### src/rtl/digit_serial_subtractor_pkg.sv
// Shared arithmetic definitions for the digit-serial subtractor: default digit
// width, FSM state encoding and the operand-split legality check.
package digit_serial_subtractor_pkg;

  localparam int DIGIT_W = 4;

  typedef enum logic [1:0] {
    IDLE = 2'd0,
    RUN  = 2'd1,
    DONE = 2'd2
  } state_e;

  // WIDTH must split into whole digits or the last digit would be ragged.
  function automatic bit valid_split(input int width, input int digit);
    return (digit > 0) && (width >= digit) && ((width % digit) == 0);
  endfunction

endpackage

### src/rtl/digit_serial_subtractor_digit_bla_sub.sv
// Combinational DIGIT-bit borrow-lookahead subtract cell: d = x - y - bi,
// plus group borrow-generate (x < y) and propagate (x == y) for outer lookahead.
module digit_bla_sub #(
  parameter int DIGIT = 4
) (
  input  logic [DIGIT-1:0] x,
  input  logic [DIGIT-1:0] y,
  input  logic             bi,
  output logic [DIGIT-1:0] d,
  output logic             bo,
  output logic             g,
  output logic             p
);

  logic [DIGIT-1:0] gen, prop;
  logic [DIGIT:0]   bc;  // borrow into each bit, seeded by bi
  logic [DIGIT:0]   gc;  // same chain seeded by 0: group generate

  assign gen  = ~x & y;
  assign prop = ~(x ^ y);

  always_comb begin
    bc    = '0;
    gc    = '0;
    bc[0] = bi;
    for (int i = 0; i < DIGIT; i++) begin
      bc[i+1] = gen[i] | (prop[i] & bc[i]);
      gc[i+1] = gen[i] | (prop[i] & gc[i]);
    end
  end

  assign d  = x ^ y ^ bc[DIGIT-1:0];
  assign bo = bc[DIGIT];
  assign g  = gc[DIGIT];
  assign p  = &prop;

endmodule

### src/rtl/digit_serial_subtractor.sv
// Digit-serial A - B - bin: one DIGIT-wide slice per RUN cycle, borrow held in a
// register. Define OVERFLOW_FLAG_EN to add the signed-overflow output ovf.
module digit_serial_subtractor
  import digit_serial_subtractor_pkg::*;
#(
  parameter  int WIDTH = 16,
  parameter  int DIGIT = DIGIT_W,
  localparam int NDIG  = WIDTH / DIGIT
) (
  input  logic             clk,
  input  logic             rst_n,
  input  logic             start,
  input  logic [WIDTH-1:0] a,
  input  logic [WIDTH-1:0] b,
  input  logic             bin,
  output logic             busy,
  output logic             done,
  output logic [WIDTH-1:0] diff,
  output logic             bout,
  output logic [NDIG-1:0]  bg,
  output logic [NDIG-1:0]  bp
`ifdef OVERFLOW_FLAG_EN
  ,
  output logic             ovf
`endif
);

  localparam int            IW   = (NDIG > 1) ? $clog2(NDIG) : 1;
  localparam logic [IW-1:0] LAST = IW'(NDIG - 1);

  if (!valid_split(WIDTH, DIGIT)) begin : g_bad_split
    $error("digit_serial_subtractor: WIDTH must be a multiple of DIGIT");
  end

  state_e           state_q, state_d;
  logic [IW-1:0]    idx_q, idx_d;
  logic [WIDTH-1:0] a_q, a_d, b_q, b_d;
  logic [WIDTH-1:0] diff_q, diff_d;
  logic             br_q, br_d;
  logic [NDIG-1:0]  bg_q, bg_d, bp_q, bp_d;
`ifdef OVERFLOW_FLAG_EN
  logic             ovf_q, ovf_d;
`endif

  logic [DIGIT-1:0] cell_x, cell_y, cell_d;
  logic             cell_bo, cell_g, cell_p;

  // Single cell shared across all digits; idx steers the operand slice.
  assign cell_x = a_q[idx_q*DIGIT +: DIGIT];
  assign cell_y = b_q[idx_q*DIGIT +: DIGIT];

  digit_bla_sub #(.DIGIT(DIGIT)) u_cell (
    .x  (cell_x),
    .y  (cell_y),
    .bi (br_q),
    .d  (cell_d),
    .bo (cell_bo),
    .g  (cell_g),
    .p  (cell_p)
  );

  always_comb begin
    state_d = state_q;
    idx_d   = idx_q;
    a_d     = a_q;
    b_d     = b_q;
    br_d    = br_q;
    diff_d  = diff_q;
    bg_d    = bg_q;
    bp_d    = bp_q;
`ifdef OVERFLOW_FLAG_EN
    ovf_d   = ovf_q;
`endif
    case (state_q)
      RUN: begin
        diff_d[idx_q*DIGIT +: DIGIT] = cell_d;
        br_d        = cell_bo;
        bg_d[idx_q] = cell_g;
        bp_d[idx_q] = cell_p;
        if (idx_q == LAST) begin
          state_d = DONE;
`ifdef OVERFLOW_FLAG_EN
          ovf_d = (a_q[WIDTH-1] ^ b_q[WIDTH-1]) & (a_q[WIDTH-1] ^ cell_d[DIGIT-1]);
`endif
        end else begin
          idx_d = idx_q + 1'b1;
        end
      end
      default: begin
        // IDLE and DONE both accept a new start; DONE otherwise falls to IDLE.
        if (state_q == DONE) state_d = IDLE;
        if (start) begin
          state_d = RUN;
          idx_d   = '0;
          a_d     = a;
          b_d     = b;
          br_d    = bin;
          diff_d  = '0;
          bg_d    = '0;
          bp_d    = '0;
`ifdef OVERFLOW_FLAG_EN
          ovf_d   = 1'b0;
`endif
        end
      end
    endcase
  end

  always_ff @(posedge clk or negedge rst_n) begin
    if (!rst_n) begin
      state_q <= IDLE;
      idx_q   <= '0;
      a_q     <= '0;
      b_q     <= '0;
      br_q    <= 1'b0;
      diff_q  <= '0;
      bg_q    <= '0;
      bp_q    <= '0;
`ifdef OVERFLOW_FLAG_EN
      ovf_q   <= 1'b0;
`endif
    end else begin
      state_q <= state_d;
      idx_q   <= idx_d;
      a_q     <= a_d;
      b_q     <= b_d;
      br_q    <= br_d;
      diff_q  <= diff_d;
      bg_q    <= bg_d;
      bp_q    <= bp_d;
`ifdef OVERFLOW_FLAG_EN
      ovf_q   <= ovf_d;
`endif
    end
  end

  assign busy = (state_q == RUN);
  assign done = (state_q == DONE);
  assign diff = diff_q;
  assign bout = br_q;
  assign bg   = bg_q;
  assign bp   = bp_q;
`ifdef OVERFLOW_FLAG_EN
  assign ovf  = ovf_q;
`endif

endmodule
### config.mk
export PLATFORM = sky130hd
export DESIGN_NAME = digit_serial_subtractor
export DESIGN_NICKNAME = d
export VERILOG_FILES = /design/src/rtl/digit_serial_subtractor_pkg.sv /design/src/rtl/digit_serial_subtractor_digit_bla_sub.sv /design/src/rtl/digit_serial_subtractor.sv
export SDC_FILE = /design/constraint.sdc
export NUM_CORES = 1
export LEC_CHECK = 0
export CORE_ASPECT_RATIO = 1.5
export CORE_MARGIN = 4
export CORE_UTILIZATION = 40
export DETAILED_ROUTE_END_ITERATION = 12
export GPL_TIMING_DRIVEN = 0
export PLACE_DENSITY_LB_ADDON = 0.08
export SYNTH_ARGS = -nofsm -noshare
export SYNTH_HDL_FRONTEND = slang
export SYNTH_SLANG_ARGS = --single-unit
### constraint.sdc
create_clock -name clk -period 5.8 [get_ports clk]
set_input_delay 1.16 -clock clk [delete_from_list [all_inputs] [get_ports clk]]
set_output_delay 1.16 -clock clk [all_outputs]
set_load 0.01 [all_outputs]
==> run metrics <==
Cell variety after synth 33; FFs w/ async S/R, synth 1.00; Net count, final 314; path class of the lowest-slack min-delay path reg -> reg; pin count of the biggest net entering global routing 34; post-cts repair resize count 0; most common cell in the netlist dfrtp_1; clk buf depth 2; final total negative setup slack 0 ps; die height 110 µm; share of the cycle needed by the critical path after routing 0.575; # H-tree levels 3; Crit Path Class reg -> reg; Ports 63; crit-path max FO 10; cell count after synthesis between 150 and 200; # placed instances 333; highest metal layer with signal wires met4; Layout Cells excl Fill 349; cell types with the largest area share after synthesis dfrtp_1 (55%), mux2_2 (13%), mux4_2 (6.5%); first-pass GRT wire length 10100 µm; post-route antenna net violation count 0; most common library cells after synthesis dfrtp_1 (61), mux2_2 (32), a22o_1 (13), o2bb2ai_1 (12), inv_1 (11); Clk Tree Root Cell clkbuf_8; Post-Syn Area per Cell 14.5 µm²; slew at the pin closest to its max-slew limit between 600 and 700 ps; Die Width approximately 76 µm; most common cell type on the critical path fa_1; GRT Resource Usage Total 0.157; ordered list of cells on the worst path buf_2 > mux4_2 > inv_1 > fa_1 > inv_1 > fa_1 > fa_1 > inv_1 > fa_1 > o2bb2ai_1; FILL cells 611; number of synthesized flops with an enable pin 0; WL met3 273 µm; number of hold-slack violations in the final timing report 0; clock latency on the worst-skew pair 330 ps; TritonCTS clock tree yes; Metal-1 WL 2280 µm; Synth Warn # 0; cell area after synthesis 2790 µm²; violation count after the first detailed-route iteration between 70 and 80; area leader, netlist dfrtp_1; share of the yosys chip area belonging to registers 0.547; cell class contributing the biggest share of worst-path delay adder cells; aggregate routed wire length approximately 6000 µm; iteration count of the initial detailed-routing pass 4; post-CTS setup-driven buffer insertion count 0; proportion of netlist area held by the largest area contributor 0.547; leak pwr 1.63 nW; worst clock skew roughly 5.4 ps; vias in the first global route slightly above 2k; area added between synthesis and finish 34.0%; slowest cell delay on critical path between 500 and 600 ps; sort of element at the end of the critical path flop; number of placement rows 37; vias per std cell 5.36; DR WL/cell 17.1 µm; total via count in the routed design 1870; Most used DFF post-synth dfrtp_1; shortest clock period the worst path allows after layout about 3300 ps; placeable core area a little under 7000 µm²; critical-path cell with the highest stage delay mux4_2; share of the core filled with cells 0.549; GRT Residual Overflow 0; endpoints failing setup 0; Min Hold Slack 494 ps; total buffers and inverters traversed by the critical path 4; half-perimeter wire length after detailed placement 4680 µm; starting density of the core 0.410; outcome finished, final reports clean; layout cell share with drive strength beyond 1 0.240; power density normalized to cell area 667 nW/µm²; unrepaired setup endpoints after global routing false; register bit total from synthesis 61; synthesized net count 241; Power, Total 2.49 mW; worst max-slew margin expressed relative to the limit 0.549; Num CTS Buffers 9; floorplan die area 8400 µm²; crit path DAT roughly 3600 ps; antenna diode count 0; category of the worst setup path launch point flop; final RePlAce weighted congestion around 0.8; I/O Buffers 61; maximum clock rate between 200 and 300 MHz; max-cap violation count 0; Final Max Slew Viols 0; number of clock sinks seen by CTS 61; clock-pin slew reported for the worst setup and hold paths after clock tree synthesis ~70 ps; hold buffer count at CTS 0; Worst Path Required 6050 ps; DR DRC count 0; Peak VDD IR around 0.28 mV; met2 routed wirelength 3220 µm; initial antenna violation count 0
[cell usage in the layout (no fill, tap or decap), types with 2 or more instances in the layout]
cell | netlist | final
dfrtp_1 | 61 | 61
clkdlybuf4s50_1 | 0 | 60
mux2_2 | 32 | 32
a22o_1 | 13 | 13
o2bb2ai_1 | 12 | 12
inv_1 | 11 | 11
clkbuf_8 | 0 | 11
mux4_2 | 8 | 8
ha_1 | 8 | 8
nand2_1 | 7 | 7
buf_2 | 4 | 5
mux2i_1 | 4 | 4
fa_1 | 4 | 4
clkbuf_1 | 2 | 3
nand2b_1 | 2 | 2
a21oi_1 | 2 | 2
or3_1 | 2 | 2
o21a_1 | 2 | 2
nand4_1 | 2 | 2
nor3_1 | 2 | 2
clkinv_2 | 0 | 2
bufinv_16 | 0 | 2
[cell type report]
type | count | area, µm² | share of cell area
Sequential cell | 61 | 1530 | 0.408
Multi-Input combinational cell | 113 | 1180 | 0.315
Timing Repair Buffer | 62 | 626 | 0.167
Clock buffer | 12 | 155 | 0.0415
Tap cell | 78 | 97.6 | 0.0261
Clock inverter | 4 | 70.1 | 0.0187
Inverter | 12 | 45.0 | 0.0121
Buffer | 7 | 38.8 | 0.0104
[sequential cells by signal, summed over array words and instances, names as in the netlist]
register / flops
b_q: 16
diff: 16
bout: 1
state_q: 2
idx_q: 2
bg: 4
a_q: 16
bp: 4
[metal layers]
layer,vias up,GRT usage
li1,861,-
met1,938,0.173
met2,58,0.278
met3,13,0.0350
met4,0,0.0913
met5,-,0
[through the flow]
stage | setup WS [ps] | cell area (µm²)
2_1_floorplan | 2830 | 2790
3_3_place_gp | 1600 | 3500
3_5_place_dp | 2400 | 3510
4_1_cts | 2380 | 3740
5_1_grt | 2210 | 3740
6_report | 2460 | 3740
[kinds of logic after synthesis]
| logic type | after synthesis | share of synthesized area |
|---|---|---|
| compound gates | 33 | 0.0987 |
| fa+ha+maj | 12 | 0.0646 |
| buf+inv | 19 | 0.0301 |
| flops | 61 | 0.547 |
| mux | 45 | 0.212 |
| simple gates | 23 | 0.0471 |
[path summary, 6_finish.rpt]
path	startpoint	to	slack, ps	cells after the start
min reg2reg	diff[3]$_DFFE_PN0P_	diff[3]$_DFFE_PN0P_	490	1
min	diff[3]$_DFFE_PN0P_	diff[3]$_DFFE_PN0P_	490	1
max in group asynchronous	rst_n	b_q[1]$_DFFE_PN0P_	4340	2
max reg2reg	idx_q[0]$_DFFE_PN0P_	diff[15]$_DFFE_PN0P_	2460	10
max	idx_q[0]$_DFFE_PN0P_	diff[15]$_DFFE_PN0P_	2460	10
min in group asynchronous	rst_n	bg[3]$_DFFE_PN0P_	860	1
[power breakdown]
part	leakage (nW)	internal, mW	switching (mW)	total (mW)
Clock	0.116	0.264	0.157	0.421
Combinational	0.744	0.657	0.670	1.33
Sequential	0.765	0.629	0.114	0.743
Total	1.63	1.55	0.941	2.49
Power figures use the tool's default switching activity.
